$ cat src/rtl/pll_seq_pkg.sv
// Shared types and helpers for the PLL lock sequencer.
package pll_seq_pkg;

  typedef enum logic [2:0] {
    ST_PLL_RST   = 3'd0,
    ST_WAIT_LOCK = 3'd1,
    ST_STABLE    = 3'd2,
    ST_RUN       = 3'd3,
    ST_FAIL      = 3'd4
  } state_e;

  // Bits needed for a down-counter that holds (largest cycle count - 1).
  function automatic int unsigned cnt_width(input int unsigned a,
                                            input int unsigned b,
                                            input int unsigned c);
    int unsigned m;
    m = a;
    if (b > m) m = b;
    if (c > m) m = c;
    return (m < 2) ? 1 : unsigned'($clog2(m));
  endfunction

endpackage

$ cat src/rtl/sync2_bit.sv
// Two-flop synchronizer for a single asynchronous bit, resets to 0.
module sync2_bit (
  input  logic clk,
  input  logic rst,
  input  logic d,
  output logic q
);

  logic meta_q, meta_d;
  logic sync_q, sync_d;

  always_comb begin
    meta_d = d;
    sync_d = meta_q;
  end

  always_ff @(posedge clk or posedge rst) begin
    if (rst) begin
      meta_q <= 1'b0;
      sync_q <= 1'b0;
    end else begin
      meta_q <= meta_d;
      sync_q <= sync_d;
    end
  end

  assign q = sync_q;

endmodule

$ cat src/rtl/pll_lock_sequencer.sv
// PLL power-up/lock supervisor: drives the PLL reset, holds sys_rst until
// lock has been stable, and re-sequences the PLL on loss of lock.
module pll_lock_sequencer
  import pll_seq_pkg::*;
#(
  parameter int unsigned RST_CYCLES   = 16,
  parameter int unsigned LOCK_TIMEOUT = 27000,
  parameter int unsigned LOCK_STABLE  = 2700,
  parameter int unsigned MAX_RETRY    = 3
) (
  input  logic       clk,
  input  logic       rst,
  input  logic       pll_lock,
  input  logic       relock_req,
  output logic       pll_reset,
  output logic       sys_rst,
  output logic       ready,
  output logic       fail,
  output logic [3:0] retry_cnt,
  output logic [7:0] loss_cnt
);

  localparam int unsigned CW = cnt_width(RST_CYCLES, LOCK_TIMEOUT, LOCK_STABLE);

  localparam logic [CW-1:0] RST_LOAD     = CW'(RST_CYCLES - 1);
  localparam logic [CW-1:0] TIMEOUT_LOAD = CW'(LOCK_TIMEOUT - 1);
  localparam logic [CW-1:0] STABLE_LOAD  = CW'(LOCK_STABLE - 1);
  localparam logic [3:0]    RETRY_LIMIT  = 4'(MAX_RETRY);

  logic lock_s;

  state_e        state_q, state_d;
  logic [CW-1:0] cnt_q, cnt_d;
  logic [3:0]    retry_q, retry_d;
  logic [7:0]    loss_q, loss_d;
  logic          pll_reset_q, pll_reset_d;
  logic          sys_rst_q, sys_rst_d;
  logic          ready_q, ready_d;
  logic          fail_q, fail_d;

  sync2_bit u_lock_sync (
    .clk (clk),
    .rst (rst),
    .d   (pll_lock),
    .q   (lock_s)
  );

  // Next-state, shared counter, statistics and registered output decode.
  always_comb begin
    state_d = state_q;
    cnt_d   = cnt_q;
    retry_d = retry_q;
    loss_d  = loss_q;

    case (state_q)
      ST_PLL_RST: begin
        if (cnt_q == '0) state_d = ST_WAIT_LOCK;
        else             cnt_d   = cnt_q - CW'(1);
      end
      ST_WAIT_LOCK: begin
        if (lock_s) begin
          state_d = ST_STABLE;
        end else if (cnt_q == '0) begin
          if (retry_q == RETRY_LIMIT) begin
            state_d = ST_FAIL;
          end else begin
            retry_d = retry_q + 4'd1;
            state_d = ST_PLL_RST;
          end
        end else begin
          cnt_d = cnt_q - CW'(1);
        end
      end
      ST_STABLE: begin
        if (!lock_s)           state_d = ST_WAIT_LOCK;
        else if (cnt_q == '0)  state_d = ST_RUN;
        else                   cnt_d   = cnt_q - CW'(1);
      end
      ST_RUN: begin
        // A lock loss is counted even when a relock request arrives with it.
        if (!lock_s) begin
          state_d = ST_PLL_RST;
          if (loss_q != 8'hFF) loss_d = loss_q + 8'd1;
        end else if (relock_req) begin
          state_d = ST_PLL_RST;
        end
      end
      ST_FAIL: begin
        if (relock_req) begin
          state_d = ST_PLL_RST;
          retry_d = '0;
        end
      end
      default: state_d = ST_PLL_RST;
    endcase

    if (state_d == ST_RUN) retry_d = '0;

    // Reload the shared counter on every state entry.
    if (state_d != state_q) begin
      case (state_d)
        ST_PLL_RST:   cnt_d = RST_LOAD;
        ST_WAIT_LOCK: cnt_d = TIMEOUT_LOAD;
        ST_STABLE:    cnt_d = STABLE_LOAD;
        default:      cnt_d = '0;
      endcase
    end

    pll_reset_d = (state_d == ST_PLL_RST) || (state_d == ST_FAIL);
    sys_rst_d   = (state_d != ST_RUN);
    ready_d     = (state_d == ST_RUN);
    fail_d      = (state_d == ST_FAIL);
  end

  always_ff @(posedge clk or posedge rst) begin
    if (rst) begin
      state_q     <= ST_PLL_RST;
      cnt_q       <= RST_LOAD;
      retry_q     <= '0;
      loss_q      <= '0;
      pll_reset_q <= 1'b1;
      sys_rst_q   <= 1'b1;
      ready_q     <= 1'b0;
      fail_q      <= 1'b0;
    end else begin
      state_q     <= state_d;
      cnt_q       <= cnt_d;
      retry_q     <= retry_d;
      loss_q      <= loss_d;
      pll_reset_q <= pll_reset_d;
      sys_rst_q   <= sys_rst_d;
      ready_q     <= ready_d;
      fail_q      <= fail_d;
    end
  end

  assign pll_reset = pll_reset_q;
  assign sys_rst   = sys_rst_q;
  assign ready     = ready_q;
  assign fail      = fail_q;
  assign retry_cnt = retry_q;
  assign loss_cnt  = loss_q;

endmodule

$ cat config.mk
export PLATFORM = sky130hd
export DESIGN_NAME = pll_lock_sequencer
export DESIGN_NICKNAME = d
export VERILOG_FILES = /design/src/rtl/pll_seq_pkg.sv /design/src/rtl/sync2_bit.sv /design/src/rtl/pll_lock_sequencer.sv
export SDC_FILE = /design/constraint.sdc
export NUM_CORES = 1
export LEC_CHECK = 0
export ABC_AREA = 1
export CAP_MARGIN = 5
export CORE_MARGIN = 4
export CORE_UTILIZATION = 40
export DETAILED_ROUTE_END_ITERATION = 10
export MAX_ROUTING_LAYER = met4
export PLACE_DENSITY = 0.59
export SYNTH_ARGS = -nofsm -noshare
export SYNTH_HDL_FRONTEND = slang
export SYNTH_SLANG_ARGS = --single-unit
$ cat constraint.sdc
create_clock -name clk -period 1.78 [get_ports clk]
set_input_delay 0.534 -clock clk [delete_from_list [all_inputs] [get_ports clk]]
set_output_delay 0.534 -clock clk [all_outputs]
set_load 0.005 [all_outputs]
==> impl_metrics.yaml, run 1 <==
outcome:
  status: "finished, violations left"
  violations: "negative setup slack"
placed_design:
  port_buffers: 19
  hpwl_um: 3786
  gp_congestion: 0.8818
global_routing:
  grtUsageTotal_pct: 17.73
  grt_pass1_vias: 2020
  grt-busiest-layer: "met2"
  grtUsageMet3_pct: 2.993
  grt_antenna_before_repair: 0
  grt_use_met2_pct: 28.98
  grt_overflow: 0
  grt_max_degree: 37
  grt_pass1_wl_um: 8825
  met1_usage_pct: 22.89
clocking:
  worst_skew_pair.late_latency_ps: 290
  clkTransAtPathRegs_ps: 70
  cts_tree: "yes"
  cts_buffers: 5
  cts-htree-levels: 2
  holdBufCountCts: 0
  clock_path_buffers: 2
  cts.sinks: 36
  cts_root_buf: "clkbuf_8"
setup_path:
  start_kind: "flip-flop"
  arrival_ps: 1980
  crit_fanout: 6
  reg2reg_depth: 11
  rr_endpoint: "cnt_q[5]"
  critPathRequiredTime_ps: 1960
  rr_startpoint: "cnt_q[0]"
  endpoint_kind: "flip-flop"
  worst-r2r-setup-slack_ps: -30
  worstSetupPathType: "flip-flop to flip-flop"
cells_and_area:
  mostFrequentLayoutCells: "nand2_1, buf_4, dfrtp_1, nor2_1, nand3_1"
  layout_commonest_cell: "nand2_1"
  final.fill_count: 473
  nNetsFinal: 375
  diodes: 0
  drive_above_1_share_pct: 36.59
  areaGrowthSynthToFinish_pct: 49.26
  final_util_pct: 61.98
route:
  drt_iter0_drc: 158
  route.detailed.wl_per_inst_um: 11.85
  wl_um: 5204
  vias: 2041
  ant_nets: 0
  drc: 0
  first_pass_iters: 4
  avgViaCountPerCell: 4.649
sta:
  skew_ps: 6.123
  min_period_ps: 1807
  rsz0062_at_grt: "true"
  max_clock_freq_ghz: 0.5533
  slew_violations: 0
  hold_violations: 0
  timing.hold.ws_ps: 357.1
  min_period_over_period_pct: 101.5
  relSlewSlack_pct: 75.02
  layout_setup_ws_ps: -27.32
  tightest_slew_ps: 371.8
  setup_viol_count_final: 7
synth:
  synth.avg_cell_area_um2: 7.521
  synth_seq_cells: 36
  synth_cell_types: 31
  yosysWarnings: 0
  synthCells: 282
  yosysSeqAreaShare_pct: 42.83
  syn-num-nets: 289
  syn_area_um2: 2121
worst_hold_path:
  hold_depth: 0
  hp-class: "flip-flop to flip-flop"
  min_to: "u_lock_sync.q"
  hp-start: "u_lock_sync.meta_q"
floorplanning:
  rows: 26
  die-area_um2: 6531
  die-height_um: 80.82
  ioPinCount: 20
  chipWidth_um: 80.82
  core_um2: 5107
  start_util_pct: 41.52
power:
  ir_drop_v: 0.001004
  leakage_nw: 1.729
  p_per_area_nw_per_um2: 1494
run:
  maxCapViolations: 0
critical path: stages (launching register included):
cell	delay, ps
dfstp_2	540
inv_2	50
ha_4	160
nand2_4	90
nor2_4	50
nand4_1	120
nand2_2	80
nor2_4	210
nand3_4	130
buf_6	160
nand2_1	60
nand2_1	50
sequential cells by signal, indices dropped and copies added (netlist names), 3 cells and up:
register / flops
state_q: 3
loss_cnt: 8
cnt_q: 15
retry_cnt: 4
logic make-up (layout without fill, tap and decap cells):
family	after synthesis	after routing	synth area share, %
buf+inv	33	120	6.549
compound gates	18	18	5.488
flops	36	36	42.83
xor+xnor	20	20	8.260
fa+ha+maj	3	3	1.770
simple gates	172	172	35.10
power by group:
part / switching [mW] / total [mW] / internal (mW)
logic: 1.55 / 2.84 / 1.29
registers: 0.130 / 1.18 / 1.05
clock network: 0.291 / 0.707 / 0.416
stage by stage:
step	instances	power (mW)	TNS [ps]	area (um^2)	setup slack (ps)
after floorplan	282	2.677	0	2152	8.956
after global placement	420	3.590	-5900	2805	-336.1
after detailed placement	420	3.613	-6745	2805	-382.6
after CTS	431	4.591	-26.94	3023	-16.84
after global routing	439	5.145	-1949	3166	-121.0
final	439	4.729	-112.3	3166	-27.32
cell type report:
class | count | area [um^2] | share of cell area (%)
timing repair buffer | 83 | 700.7 | 22.13
clock inverter | 2 | 35.03 | 1.107
inverter | 29 | 112.6 | 3.557
clock buffer | 6 | 72.57 | 2.292
sequential | 36 | 908.4 | 28.70
multi-input combinational | 213 | 1249 | 39.45
tap | 70 | 87.58 | 2.767
synth_stat cells:
library cell	number	area, um^2
buf_4	1	7.510
nand4_1	3	18.77
nand3_2	1	10.01
nor2_4	2	22.52
or2_2	1	6.260
o21ai_2	1	8.760
nor2_1	37	138.9
buf_6	1	11.26
dfrtp_1	30	750.7
o21bai_1	1	7.510
dfstp_2	6	157.7
xnor2_1	8	70.07
nand2_1	91	341.6
o211ai_1	1	7.510
nand3_1	24	120.1
o21ai_0	6	30.03
nand2_2	4	25.02
nor3_1	5	25.02
inv_2	7	26.28
ha_1	3	37.54
nor4_1	1	6.260
a31oi_1	1	6.260
inv_1	21	78.83
o21bai_4	1	18.77
nor3b_1	1	7.510
o31ai_1	1	7.510
a21oi_1	6	30.03
nand2_4	2	22.52
buf_2	2	10.01
clkinv_2	1	5.000
xor2_1	12	105.1
layer usage:
layer  vias up  routed length [um]
li1       1061                   -
met1       937                2515
met2        36                2447
met3         7                 188
met4         0                  53
met5         -                   0
worst max-delay path by stage:
stage | endpoint | cells after the start | start
final | cnt_q[5] | 11 | cnt_q[0]
after detailed placement | cnt_q[5] | 10 | relock_req
after floorplan | cnt_q[1] | 11 | cnt_q[1]
after global routing | cnt_q[9] | 11 | cnt_q[0]
after global placement | cnt_q[14] | 10 | relock_req
after CTS | cnt_q[1] | 12 | cnt_q[0]
timing repair:
item	4_1_cts	5_1_grt
pin swaps	11	16
buffers inserted	3	8
resized for setup	30	32
endpoints found under the setup margin	26	31
Power figures use the tool's default switching activity.
==> run 2, diff against run 1 <==
--- a/config.mk
+++ b/config.mk
@@ -12,6 +12,7 @@
 export DETAILED_ROUTE_END_ITERATION = 10
 export MAX_ROUTING_LAYER = met4
 export PLACE_DENSITY = 0.59
+export RECOVER_POWER = 100
 export SYNTH_ARGS = -nofsm -noshare
 export SYNTH_HDL_FRONTEND = slang
 export SYNTH_SLANG_ARGS = --single-unit
==> impl_metrics.yaml, run 2 (same netlist as run 1, synthesis figures left out) <==
outcome:
  status: "finished, violations left"
  violations: "negative setup slack"
clocking:
  clkTransAtPathRegs_ps: 70
  cts.sinks: 36
  cts-htree-levels: 2
  cts_root_buf: "clkbuf_8"
  cts_buffers: 5
  worst_skew_pair.late_latency_ps: 290
  clock_path_buffers: 2
  cts_tree: "yes"
power:
  swShare_pct: 41.75
  pwr-share-seq_pct: 25.0
  leakage_nw: 1.705
  p_comb_share_pct: 59.9
  clockPowerShare_pct: 15.0
  power.switching_mw: 1.971
  power.internal_mw: 2.750
  p_per_area_nw_per_um2: 1500
  ir_drop_v: 0.001002
  power.total_mw: 4.721
cells_and_area:
  design_area_um2: 3148
  nNetsFinal: 375
  largest_reg_flops: 15
  final_util_pct: 61.64
  layout_commonest_cell: "nand2_1"
  areaGrowthSynthToFinish_pct: 48.44
  mostFrequentLayoutCells: "nand2_1, buf_4, dfrtp_1, nor2_1, nand3_1"
  seq_area_um2: 908.4
  top_register: "cnt_q"
  stdcell_count: 439
  drive_above_1_share_pct: 36.59
  diodes: 0
  final.fill_count: 476
  multi_input_area_um2: 1249
floorplanning:
  rows: 26
  chipWidth_um: 80.82
  die-area_um2: 6531
  core_um2: 5107
  ioPinCount: 20
  start_util_pct: 41.52
  die-height_um: 80.82
setup_path:
  crit_fanout: 6
  arrival_ps: 1980
  crit_family: "simple AND/OR/NAND/NOR gates"
  rr_endpoint: "cnt_q[5]"
  worst-r2r-setup-slack_ps: -20
  worst_path_largest_cell_delay_ps: 540
  reg2reg_depth: 11
  critPathRequiredTime_ps: 1960
  start_kind: "flip-flop"
  worstSetupPathType: "flip-flop to flip-flop"
  rr_startpoint: "cnt_q[0]"
  path_cells: "inv_2, ha_4, nand2_4, nor2_4, nand4_1, nand2_2, nor2_4, nand3_4, buf_6, nand2_1, nand2_1"
  path_depth: 11
  crit_start: "cnt_q[0]"
  cp_slowest_cell: "dfstp_2"
  cp_num_buf_inv: 2
  endpoint: "cnt_q[5]"
  endpoint_kind: "flip-flop"
sta:
  min_period_ps: 1803
  rsz0062_at_grt: "true"
  timing.hold.ws_ps: 357.2
  relSlewSlack_pct: 40.76
  setup_viol_count_final: 7
  slew_violations: 0
  layout_setup_ws_ps: -23.38
  hold_violations: 0
  final.setup.tns_ps: -93.61
  max_clock_freq_ghz: 0.5545
  min_period_over_period_pct: 101.3
  skew_ps: 5.315
  tightest_slew_ps: 888.6
route:
  avgViaCountPerCell: 4.654
  top_layer: "met4"
  vias: 2043
  wl_met1_um: 2484
  ant_nets: 0
  dr_wl_met2_um: 2412
  dr_wl_met3_um: 223
  drt_iter0_drc: 160
  drc: 0
  first_pass_iters: 4
  route.detailed.wl_per_inst_um: 11.79
  wl_um: 5175
global_routing:
  grt_pass1_wl_um: 8825
  grt_antenna_before_repair: 0
  grt_pass1_vias: 2020
  grt_max_degree: 37
  grtUsageTotal_pct: 17.73
  grt_overflow: 0
worst_hold_path:
  hold_depth: 0
  hp-start: "u_lock_sync.meta_q"
  hp-class: "flip-flop to flip-flop"
placed_design:
  hpwl_um: 3786
  port_buffers: 19
  gp_congestion: 0.8818
  placed_cells: 420
  dp_worst_setup_slack_ps: -382.6
  place_area_um2: 2805
run:
  maxCapViolations: 0
-- run 2: cell types whose count changed in the layout (fill, tap and decap cells not counted) --
cell / before / now
dlymetal6s2s_1: 1 / 0
clkdlybuf4s50_1: 12 / 10
buf_12: 1 / 0
dlygate4sd3_1: 0 / 2
clkbuf_2: 0 / 1
clkdlybuf4s25_1: 0 / 1
-- run 2: how the worst min path moves through the flow --
stage,endpoint,slack [ps]
after global routing,u_lock_sync.q,380
after detailed placement,u_lock_sync.q,340
final,u_lock_sync.q,360
after global placement,u_lock_sync.q,340
after CTS,u_lock_sync.q,360
after floorplan,u_lock_sync.q,330
-- run 2: worst reg2reg max path: cells and delay by family, from the launching register on --
| family | cells | cell delay, ps |
|---|---|---|
| buf+inv | 2 | 210 |
| flops | 1 | 540 |
| simple gates | 8 | 790 |
| fa+ha+maj | 1 | 160 |
-- run 2: area by class of cell --
cell class	instances	share of cell area [%]
multi-input combinational	213	39.67
sequential	36	28.86
timing repair buffer	83	21.70
inverter	29	3.577
tap	70	2.782
clock buffer	6	2.305
clock inverter	2	1.113
-- run 2: power groups by stage --
stage          Clock [mW]  Combinational (mW)  Sequential [mW]
3_3_place_gp            0                2.42             1.17
5_1_grt             0.765                3.17             1.20
4_1_cts             0.731                2.69             1.17
6_report            0.710                2.83             1.18
2_1_floorplan           0                1.45             1.22
3_5_place_dp            0                2.43             1.18
-- run 2: what timing repair did --
item,4_1_cts,5_1_grt
cloned,0,0
hold buffers,0,0
pin swaps,11,16
gates resized for setup,30,32
setup buffers,3,8
endpoints found under the setup margin,26,31
-- run 2: layer usage --
metal  track usage (%)  vias to the layer above
met1             22.89                      943
li1                  -                     1060
met3             2.993                        6
met2             28.98                       34
met5                 -                        -
met4             4.561                        0
